### src/rtl/lcd_pixel_unpack_ctrl.sv
// lcd_pixel_unpack_ctrl
// Sequences the TFT/STN data encoder: pulls 32-bit frame-buffer words from
// the DMA FIFO, unpacks each word into right-aligned pixels according to the
// bpp mode latched at frame start, and tracks pixel/line position so that
// line and frame boundaries are flagged alongside the matching pixel.
//
// Ports:
//   hclk, hresetn       clock, asynchronous active-low reset
//   lcden               controller enable (low forces IDLE, flushes buffer)
//   lcdbpp              pixel mode, sampled only in IDLE and FRAME
//   ppl, lpp            pixels per line - 1, lines per frame - 1
//   fifo_data/valid     frame-buffer word stream from the DMA FIFO
//   fifo_ready          word accepted when fifo_valid & fifo_ready
//   pstoencode_data_in  current pixel, right-aligned, zero-extended
//   pix_valid/ready     pixel handshake towards the encoder
//   line_end/frame_end  high together with the last pixel of a line/frame
//   underflow           sticky starvation flag, cleared by underflow_clr
module lcd_pixel_unpack_ctrl #(
  parameter int PPL_W = 10,
  parameter int LPP_W = 10
) (
  input  logic             hclk,
  input  logic             hresetn,
  input  logic             lcden,
  input  logic [2:0]       lcdbpp,
  input  logic [PPL_W-1:0] ppl,
  input  logic [LPP_W-1:0] lpp,
  input  logic [31:0]      fifo_data,
  input  logic             fifo_valid,
  output logic             fifo_ready,
  output logic [23:0]      pstoencode_data_in,
  output logic             pix_valid,
  input  logic             pix_ready,
  output logic             line_end,
  output logic             frame_end,
  output logic             underflow,
  input  logic             underflow_clr
);

  typedef enum logic [1:0] {
    ST_IDLE  = 2'd0,
    ST_RUN   = 2'd1,
    ST_FRAME = 2'd2
  } state_t;

  state_t           state_r;
  logic [2:0]       bpp_r;
  logic [31:0]      word_r;
  logic             full_r;
  logic [4:0]       pidx_r;
  logic [PPL_W-1:0] pix_cnt_r;
  logic [LPP_W-1:0] line_cnt_r;
  logic             first_r;      // first cycle after entering RUN
  logic             underflow_r;

  logic             last_in_word_s;
  logic             line_end_s;
  logic             frame_end_s;
  logic             pix_hs_s;
  logic             word_done_s;
  logic             fifo_ready_s;
  logic             load_s;
  logic [23:0]      pix_data_s;

  // Index of the last pixel held in one word for a given mode.
  function automatic logic [4:0] last_pidx(input logic [2:0] bpp);
    logic [4:0] r;
    case (bpp)
      3'b000:  r = 5'd31;
      3'b001:  r = 5'd15;
      3'b010:  r = 5'd7;
      3'b011:  r = 5'd3;
      3'b100:  r = 5'd1;
      3'b101:  r = 5'd0;
      3'b110:  r = 5'd1;
      3'b111:  r = 5'd1;
      default: r = 5'd0;
    endcase
    return r;
  endfunction

  // Extract pixel pidx of a word; 12bpp pixels sit in the low 12 bits of
  // each halfword and 24bpp ignores the top byte.
  function automatic logic [23:0] field_sel(input logic [31:0] word,
                                            input logic [2:0]  bpp,
                                            input logic [4:0]  pidx);
    logic [31:0] sh;
    logic [23:0] f;
    sh = 32'd0;
    f  = 24'd0;
    case (bpp)
      3'b000: begin sh = word >> pidx;                  f = {23'd0, sh[0]};     end
      3'b001: begin sh = word >> {pidx[3:0], 1'b0};     f = {22'd0, sh[1:0]};   end
      3'b010: begin sh = word >> {pidx[2:0], 2'b00};    f = {20'd0, sh[3:0]};   end
      3'b011: begin sh = word >> {pidx[1:0], 3'b000};   f = {16'd0, sh[7:0]};   end
      3'b100: begin sh = word >> {pidx[0], 4'b0000};    f = {8'd0, sh[15:0]};   end
      3'b101: begin sh = word;                          f = sh[23:0];           end
      3'b110: begin sh = word >> {pidx[0], 4'b0000};    f = {8'd0, sh[15:0]};   end
      3'b111: begin sh = word >> {pidx[0], 4'b0000};    f = {12'd0, sh[11:0]};  end
      default: begin sh = 32'd0;                        f = 24'd0;              end
    endcase
    return f;
  endfunction

  // Handshake and boundary decode from the registered buffer and counters.
  always_comb begin
    last_in_word_s = (pidx_r == last_pidx(bpp_r));
    line_end_s     = full_r & (pix_cnt_r == ppl);
    frame_end_s    = line_end_s & (line_cnt_r == lpp);
    pix_hs_s       = full_r & pix_ready;
    // a line end also retires the word: lines always start on a word boundary
    word_done_s    = pix_hs_s & (last_in_word_s | line_end_s);
    // no word is taken when the buffer is about to be flushed (frame end or
    // enable dropping), otherwise it would be lost
    if ((state_r == ST_RUN) && lcden && !(pix_hs_s && frame_end_s)) begin
      fifo_ready_s = ~full_r | word_done_s;
    end else begin
      fifo_ready_s = 1'b0;
    end
    load_s = fifo_ready_s & fifo_valid;
  end

  // Pixel output is taken from the registered word only.
  always_comb begin
    pix_data_s = 24'd0;
    if (full_r) begin
      pix_data_s = field_sel(word_r, bpp_r, pidx_r);
    end else begin
      pix_data_s = 24'd0;
    end
  end

  // Control FSM with word buffer, pixel index and position counters.
  always_ff @(posedge hclk or negedge hresetn) begin
    if (!hresetn) begin
      state_r    <= ST_IDLE;
      bpp_r      <= 3'b000;
      word_r     <= 32'd0;
      full_r     <= 1'b0;
      pidx_r     <= 5'd0;
      pix_cnt_r  <= '0;
      line_cnt_r <= '0;
      first_r    <= 1'b0;
    end else if (!lcden) begin
      state_r    <= ST_IDLE;
      full_r     <= 1'b0;
      pidx_r     <= 5'd0;
      pix_cnt_r  <= '0;
      line_cnt_r <= '0;
      first_r    <= 1'b0;
    end else begin
      case (state_r)
        ST_IDLE: begin
          bpp_r      <= lcdbpp;
          full_r     <= 1'b0;
          pidx_r     <= 5'd0;
          pix_cnt_r  <= '0;
          line_cnt_r <= '0;
          first_r    <= 1'b1;
          state_r    <= ST_RUN;
        end
        ST_RUN: begin
          first_r <= 1'b0;
          if (pix_hs_s) begin
            if (line_end_s) begin
              pix_cnt_r <= '0;
              if (frame_end_s) begin
                line_cnt_r <= '0;
                state_r    <= ST_FRAME;
              end else begin
                line_cnt_r <= line_cnt_r + LPP_W'(1);
              end
            end else begin
              pix_cnt_r <= pix_cnt_r + PPL_W'(1);
            end
          end
          if (load_s) begin
            word_r <= fifo_data;
            full_r <= 1'b1;
            pidx_r <= 5'd0;
          end else if (word_done_s) begin
            full_r <= 1'b0;
            pidx_r <= 5'd0;
          end else if (pix_hs_s) begin
            pidx_r <= pidx_r + 5'd1;
          end
        end
        ST_FRAME: begin
          bpp_r   <= lcdbpp;
          full_r  <= 1'b0;
          pidx_r  <= 5'd0;
          first_r <= 1'b1;
          state_r <= ST_RUN;
        end
        default: begin
          state_r <= ST_IDLE;
          full_r  <= 1'b0;
        end
      endcase
    end
  end

  // Sticky underflow flag; a new starvation event wins over a clear.
  always_ff @(posedge hclk or negedge hresetn) begin
    if (!hresetn) begin
      underflow_r <= 1'b0;
    end else if ((state_r == ST_RUN) && !first_r && pix_ready && !full_r && !fifo_valid) begin
      underflow_r <= 1'b1;
    end else if (underflow_clr) begin
      underflow_r <= 1'b0;
    end
  end

  assign fifo_ready         = fifo_ready_s;
  assign pix_valid          = full_r;
  assign pstoencode_data_in = pix_data_s;
  assign line_end           = line_end_s;
  assign frame_end          = frame_end_s;
  assign underflow          = underflow_r;

endmodule

### config.mk
export PLATFORM = sky130hd
export DESIGN_NAME = lcd_pixel_unpack_ctrl
export DESIGN_NICKNAME = d
export VERILOG_FILES = /design/src/rtl/lcd_pixel_unpack_ctrl.sv
export SDC_FILE = /design/constraint.sdc
export NUM_CORES = 1
export LEC_CHECK = 0
export ABC_AREA = 0
export BUFFER_PORTS_ARGS = -buffer_cell sky130_fd_sc_hd__clkbuf_2
export CAP_MARGIN = 5
export CORE_ASPECT_RATIO = 1.25
export CORE_UTILIZATION = 35
export DETAILED_ROUTE_END_ITERATION = 16
export GPL_ROUTABILITY_DRIVEN = 0
export SYNTH_ARGS = -nofsm -noshare
export SYNTH_HDL_FRONTEND = slang
export SYNTH_SLANG_ARGS = --single-unit
### constraint.sdc
create_clock -name hclk -period 2.2 [get_ports hclk]
set_input_delay 0.11 -clock hclk [delete_from_list [all_inputs] [get_ports hclk]]
set_output_delay 0.11 -clock hclk [all_outputs]
set_load 0.1 [all_outputs]
# [After elaboration in Yosys (flattened, before gate mapping)]
# Memory sizes are Yosys's and may differ from the RTL's.
# Index checks and enable logic that the tools add are counted.
[classes] n_addsub=3 mul=0 div_mod_pow=0 n_lt_le_gt_ge=0 eq_ne=19 n_shift=5 mux=30 bitwise_logic=8 reduce_logical=22
[op_table] cell="24-bit one-hot mux with 7 select lines" count=1
[op_table] cell="10-bit 2-to-1 mux" count=7
[op_table] cell="10-bit one-hot mux with 2 select lines" count=2
[op_table] cell="32-bit by 5-bit right shift with 1-bit output" count=1
[op_table] cell="32-bit by 5-bit right shift with 16-bit output" count=1
[op_table] cell="32-bit by 5-bit right shift with 2-bit output" count=1
[op_table] cell="32-bit by 5-bit right shift with 4-bit output" count=1
[op_table] cell="32-bit by 5-bit right shift with 8-bit output" count=1
[op_table] cell="24-bit 2-to-1 mux" count=1
[op_table] cell="10-bit by 1-bit adder with 10-bit output (second input constant)" count=2
[op_table] cell="10-bit equality test" count=2
[op_table] cell="5-bit 2-to-1 mux" count=4
[op_table] cell="3-bit equality test (second input constant)" count=4
[op_table] cell="5-bit one-hot mux with 2 select lines" count=1
[op_table] cell="3-bit != test (second input constant)" count=3
[op_table] cell="3-bit AND reduction" count=3
[op_table] cell="1-bit 2-to-1 mux" count=8
[op_table] cell="2-bit 2-to-1 mux" count=4
[op_table] cell="1-bit logical AND" count=7
[op_table] cell="3-bit by 2-bit equality test with 1-bit output (second input constant)" count=2
[op_table] cell="2-bit AND reduction" count=3
[op_table] cell="5-bit by 1-bit adder with 5-bit output (second input constant)" count=1
[op_table] cell="1-bit bitwise AND" count=5
[op_table] cell="5-bit equality test" count=1
[op_table] cell="other kinds (16)" count=21
[totals] regBits=65 latchBits=0 ram_bits=0 romBits=40 inputBits=61 out_inout_bits=29 wordCells=97 mem_count=1
[mem_list] memory="(no name shown)" words=8 word_bits=5 read_ports=1 rd_clocked_by_memory_dff=0 wr=0 line="68" rtl="case (bpp)"

# [Longest topological paths before layout]
[logic_depth] word_depth=11 ltp_mapped=9 ltp_nobuf=7

# [Worst setup path before layout]
# Ideal clock, no wire load.
[synth_path] kind="register to register" start="reg full_r (netlist: pix_valid)" end="reg state_r[0]" setup_ps=118 t_arrival_ps=4880 t_required_ps=2082 slack_ps=-2798 stages_incl_launch_ff=8 n_path_buf=1 synth_period_minus_slack_ps=4998 path_cell_list="dfrtp_1 -> buf_2 -> nand4_1 -> nor3_1 -> nand2_1 -> inv_1 -> nand3_1 -> a21o_1"
[synth_between] elab_chain_cells=4 word_cells_on_any_way=7 classes_between="eq/ne: 3; bitwise: 3; reduce/logical: 1"
[synth_lines] item="start: declaration" line="49" rtl="logic full_r;"
[synth_lines] item="start signal: assignment" line="139" rtl="full_r <= 1'b0;"
[synth_lines] item="start signal: assignment" line="146" rtl="full_r <= 1'b0;"
[synth_lines] item="start signal: assignment" line="155" rtl="full_r <= 1'b0;"
[synth_lines] item="1-bit bitwise AND" line="108" rtl="line_end_s = full_r & (pix_cnt_r == ppl);"
[synth_lines] item="net line_end" line="34" rtl="output logic line_end,"
[synth_lines] item="1-bit bitwise AND" line="109" rtl="frame_end_s = line_end_s & (line_cnt_r == lpp);"
[synth_lines] item="net frame_end" line="35" rtl="output logic frame_end,"
[synth_lines] item="3-bit != test (no source line)"
[synth_lines] item="3-bit AND reduction (no source line)"
[synth_lines] item="end signal: assignment" line="136" rtl="state_r <= ST_IDLE;"
[synth_lines] item="end signal: assignment" line="145" rtl="state_r <= ST_IDLE;"
[synth_lines] item="end signal: assignment" line="160" rtl="state_r <= ST_RUN;"
[synth_lines] item="end: declaration" line="46" rtl="state_t state_r;"
# The timed path passes the listed nets, and every way through them passes these cells.
# A chain may end at the register's enable or synchronous reset.

# [Worst setup path after layout]
[layout_path] start="reg pidx_r[1]" end="out pstoencode_data_in[0]"
[layout_between] elab_chain_cells=3 word_cells_on_any_way=6 classes_between="shift: 4; mux: 2"
[layout_lines] item="start: declaration" line="50" rtl="logic [4:0] pidx_r;"
[layout_lines] item="start signal: assignment" line="185" rtl="pidx_r <= pidx_r + 5'd1;"
[layout_lines] item="32-bit by 5-bit right shift with 8-bit output (tied with other cells)" line="95" rtl="3'b011: begin sh = word >> {pidx[1:0], 3'b000}; f = {16'd0, sh[7:0]}; end"
[layout_lines] item="24-bit one-hot mux with 7 select lines *" line="91" rtl="case (bpp)"
[layout_lines] item="24-bit 2-to-1 mux *" line="126" rtl="if (full_r) begin"
[layout_lines] item="end: declaration" line="31" rtl="output logic [23:0] pstoencode_data_in,"
# Every way passes the cells marked *; elsewhere a longest branch is shown, timed or not.

==> impl_metrics.yaml <==
status:
  status: "complete, but fails checks"
  failed_checks: "setup timing"
timing:
  fin_crit_sh: 1.167
  rsz0062_at_grt: "true"
  fin_setup_tns_ns: -10.18
  maxSlewViolCount: 0
  finalWorstSetupSlack_ns: -0.3674
  hold_viol: 0
  worstMarginPinSlew_ns: 0.8526
  setup_viol: 45
  skew_ns: 0.006003
  min_period_ns: 2.567
  max_freq_mhz: 389.5
  maxSlewHeadroom: 0.4316
die:
  num_rows: 46
  die_area_sq_um: 13610
  core-area_sq_um: 12780
  die_y_um: 130.2
  ios: 90
  die_w_um: 104.5
  initial_core_util: 0.3601
power_and_ir_drop:
  p_int_mw: 4.330
  p_leak_nw: 3.321
  power.density_nw_per_um2: 898.6
  p_clk_frac: 0.255
  p_switching_mw: 2.364
  pwr-share-comb: 0.476
  switching_share: 0.3532
  pwr-share-seq: 0.269
  irDropWorstVdd_mv: 0.4568
clock_tree:
  cts_htree_levels: 3
  clock-sinks: 65
  cts_made_buffers: 9
  cts_tree: "done"
  clkLatencyLatePin_ns: 0.34
  clk_pin_slew_ns: 0.06
  ctsRootBufferMaster: "clkbuf_16"
  cts_max_path_buffers: 2
route:
  drtIter0Drc: 362
  via_per_inst: 5.654
  first_pass_iters: 6
  vias: 4591
  wl_per_cell_um: 19.55
  wl_um: 15880
  drc: 0
  ant_nets: 0
setup_path:
  crit_arrival_ns: 2.46
  start_kind: "register"
  endpoint_kind: "primary output"
  rrSetupSlack_ns: -0.28
  slowest_stage: "mux4_2"
  slowest_delay_ns: 0.50
  crit_chain: "buf_6 > buf_12 > buf_16 > mux4_2 > mux4_2 > nand2_1 > nand2_1 > and3_4 > buf_12"
  path_class: "register to primary output"
  crit_fanout: 7
  required_ns: 2.09
synthesis:
  yosysUniqueCellTypes: 48
  yosysWarnings: 0
  ys_seq_area_frac: 0.3535
  ys_async_sr_fraction: 1.000
  synth_edf_count: 0
  synth_ff_type: "dfrtp_1"
  synth_seq_cells: 65
  synth_area_sq_um: 4601
  synthCells: 427
  synth.avg_cell_area_sq_um: 10.77
  syn_nets: 491
worst_hold_path:
  hp-class: "primary input to register"
finish:
  final_common_cell: "buf_4"
  regArea_sq_um: 1637
  postLayoutCellArea_sq_um: 7448
  nFillCells: 1026
  layout_common_cells: "106 x buf_4, 62 x clkbuf_2, 59 x dfrtp_1, 36 x mux4_2, 29 x nand2_1"
  layout-drive-gt1-share: 0.5870
  diodes: 0
  syn2layout_area_growth_pct: 61.90
  nets: 703
  multi_input_area_sq_um: 3244
placement:
  pre_cts_ws_ns: -0.1548
  place_area_sq_um: 6369
  hpwl_um: 11010
  portBuffers: 89
flow_run:
  maxCapViolations: 0
global_routing:
  antenna_found_initial: 0
  gr-total-overflow: 0
  track_usage: 0.2391
  grt_pass1_vias: 4843
  grt_pass1_wl_um: 25110
  grt_max_degree: 31
## final timing paths
kind	startpoint	end	depth (start not counted)
hold reg to reg	underflow	underflow	1
max in group asynchronous	hresetn	pix_cnt_r[6]	3
setup / recovery	pidx_r[1]	pstoencode_data_in[0]	9
min in group asynchronous	hresetn	line_cnt_r[7]	2
setup reg to reg	pidx_r[1]	word_r[19]	11
hold / removal	fifo_data[26]	word_r[26]	2
## layout make-up
cell class,count,share of cell area
Clock buffer,9,0.03024
Clock inverter,7,0.01680
Inverter,7,0.004032
Multi-Input combinational cell,331,0.4356
Sequential cell,65,0.2197
Tap cell,168,0.02822
Timing Repair Buffer,225,0.2654
## worst max-delay path, delay by kind of cell, from the launching register on
family,cells,cell delay [ns]
mux,2,0.80
buf+inv,4,0.54
flops,1,0.45
simple gates,3,0.31
## metrics by stage
step / power [mW] / hold WS [ns] / util / cells
3_5_place_dp: 4.543 / 0.2498 / 0.4984 / 758
5_1_grt: 6.942 / 0.005085 / 0.5829 / 812
3_3_place_gp: 4.499 / 0.2636 / 0.4984 / 758
2_1_floorplan: 3.371 / -0.1856 / - / 427
4_1_cts: 6.511 / 0.001250 / 0.5662 / 802
6_report: 6.693 / 0.006713 / 0.5829 / 812
## Yosys cell counts, types with 5 or more instances
master	n	area share
mux4_2	36	0.18
nand4_1	7	0.0095
nand3_1	17	0.018
nor3_1	7	0.0076
dfrtp_1	65	0.35
mux2_2	9	0.022
a21o_1	6	0.0098
xor2_1	5	0.0095
and2_1	9	0.012
o21ai_0	30	0.033
xnor2_1	18	0.034
nand2_1	32	0.026
a22oi_1	10	0.016
mux2_1	27	0.066
buf_2	11	0.012
clkbuf_1	5	0.0041
nor3b_1	8	0.013
and3_1	10	0.014
a222oi_1	7	0.015
inv_1	7	0.0057
nor2_1	33	0.027
nand2b_1	5	0.0068
a21oi_1	12	0.013
## cells by family (layout without fill, tap and decap cells)
| kind of cell | count (synthesis) | count (layout) | share of synthesized area |
|---|---|---|---|
| compound gates | 83 | 83 | 0.1172 |
| flops | 65 | 65 | 0.3535 |
| simple gates | 147 | 147 | 0.1711 |
| xor+xnor | 24 | 24 | 0.04732 |
| mux | 74 | 74 | 0.2687 |
| fa+ha+maj | 3 | 3 | 0.008160 |
| buf+inv | 31 | 248 | 0.03400 |
## registers in the layout, indices dropped and copies added (netlist names)
signal      flops
bpp_r           3
first_r         1
line_cnt_r     10
pidx_r          5
pix_cnt_r      10
pix_valid       1
state_r         2
underflow       1
word_r         32
## layer usage
metal,up-vias,share of wire,GRT usage
li1,2059,-,-
met1,2297,0.37,0.2601
met2,177,0.53,0.4355
met3,58,0.062,0.05495
met4,0,0.041,0.1261
met5,-,0,0
## power by group through the flow
| stage | clock (mW) | sequential, mW | combinational [mW] |
|---|---|---|---|
| 4_1_cts | 1.72 | 1.76 | 3.02 |
| 3_3_place_gp | 0 | 1.78 | 2.72 |
| 6_report | 1.71 | 1.80 | 3.19 |
| 2_1_floorplan | 0 | 1.77 | 1.60 |
| 5_1_grt | 1.77 | 1.81 | 3.36 |
| 3_5_place_dp | 0 | 1.77 | 2.77 |
## timing repair
action | CTS | global route
buffers inserted | 20 | 16
cloned | 4 | 0
resized for setup | 47 | 58
pin swaps | 23 | 17
endpoints found under the setup margin | 55 | 69
hold endpoints to repair | 31 | 0
hold buffers | 5 | 0
Power figures use the tool's default switching activity.
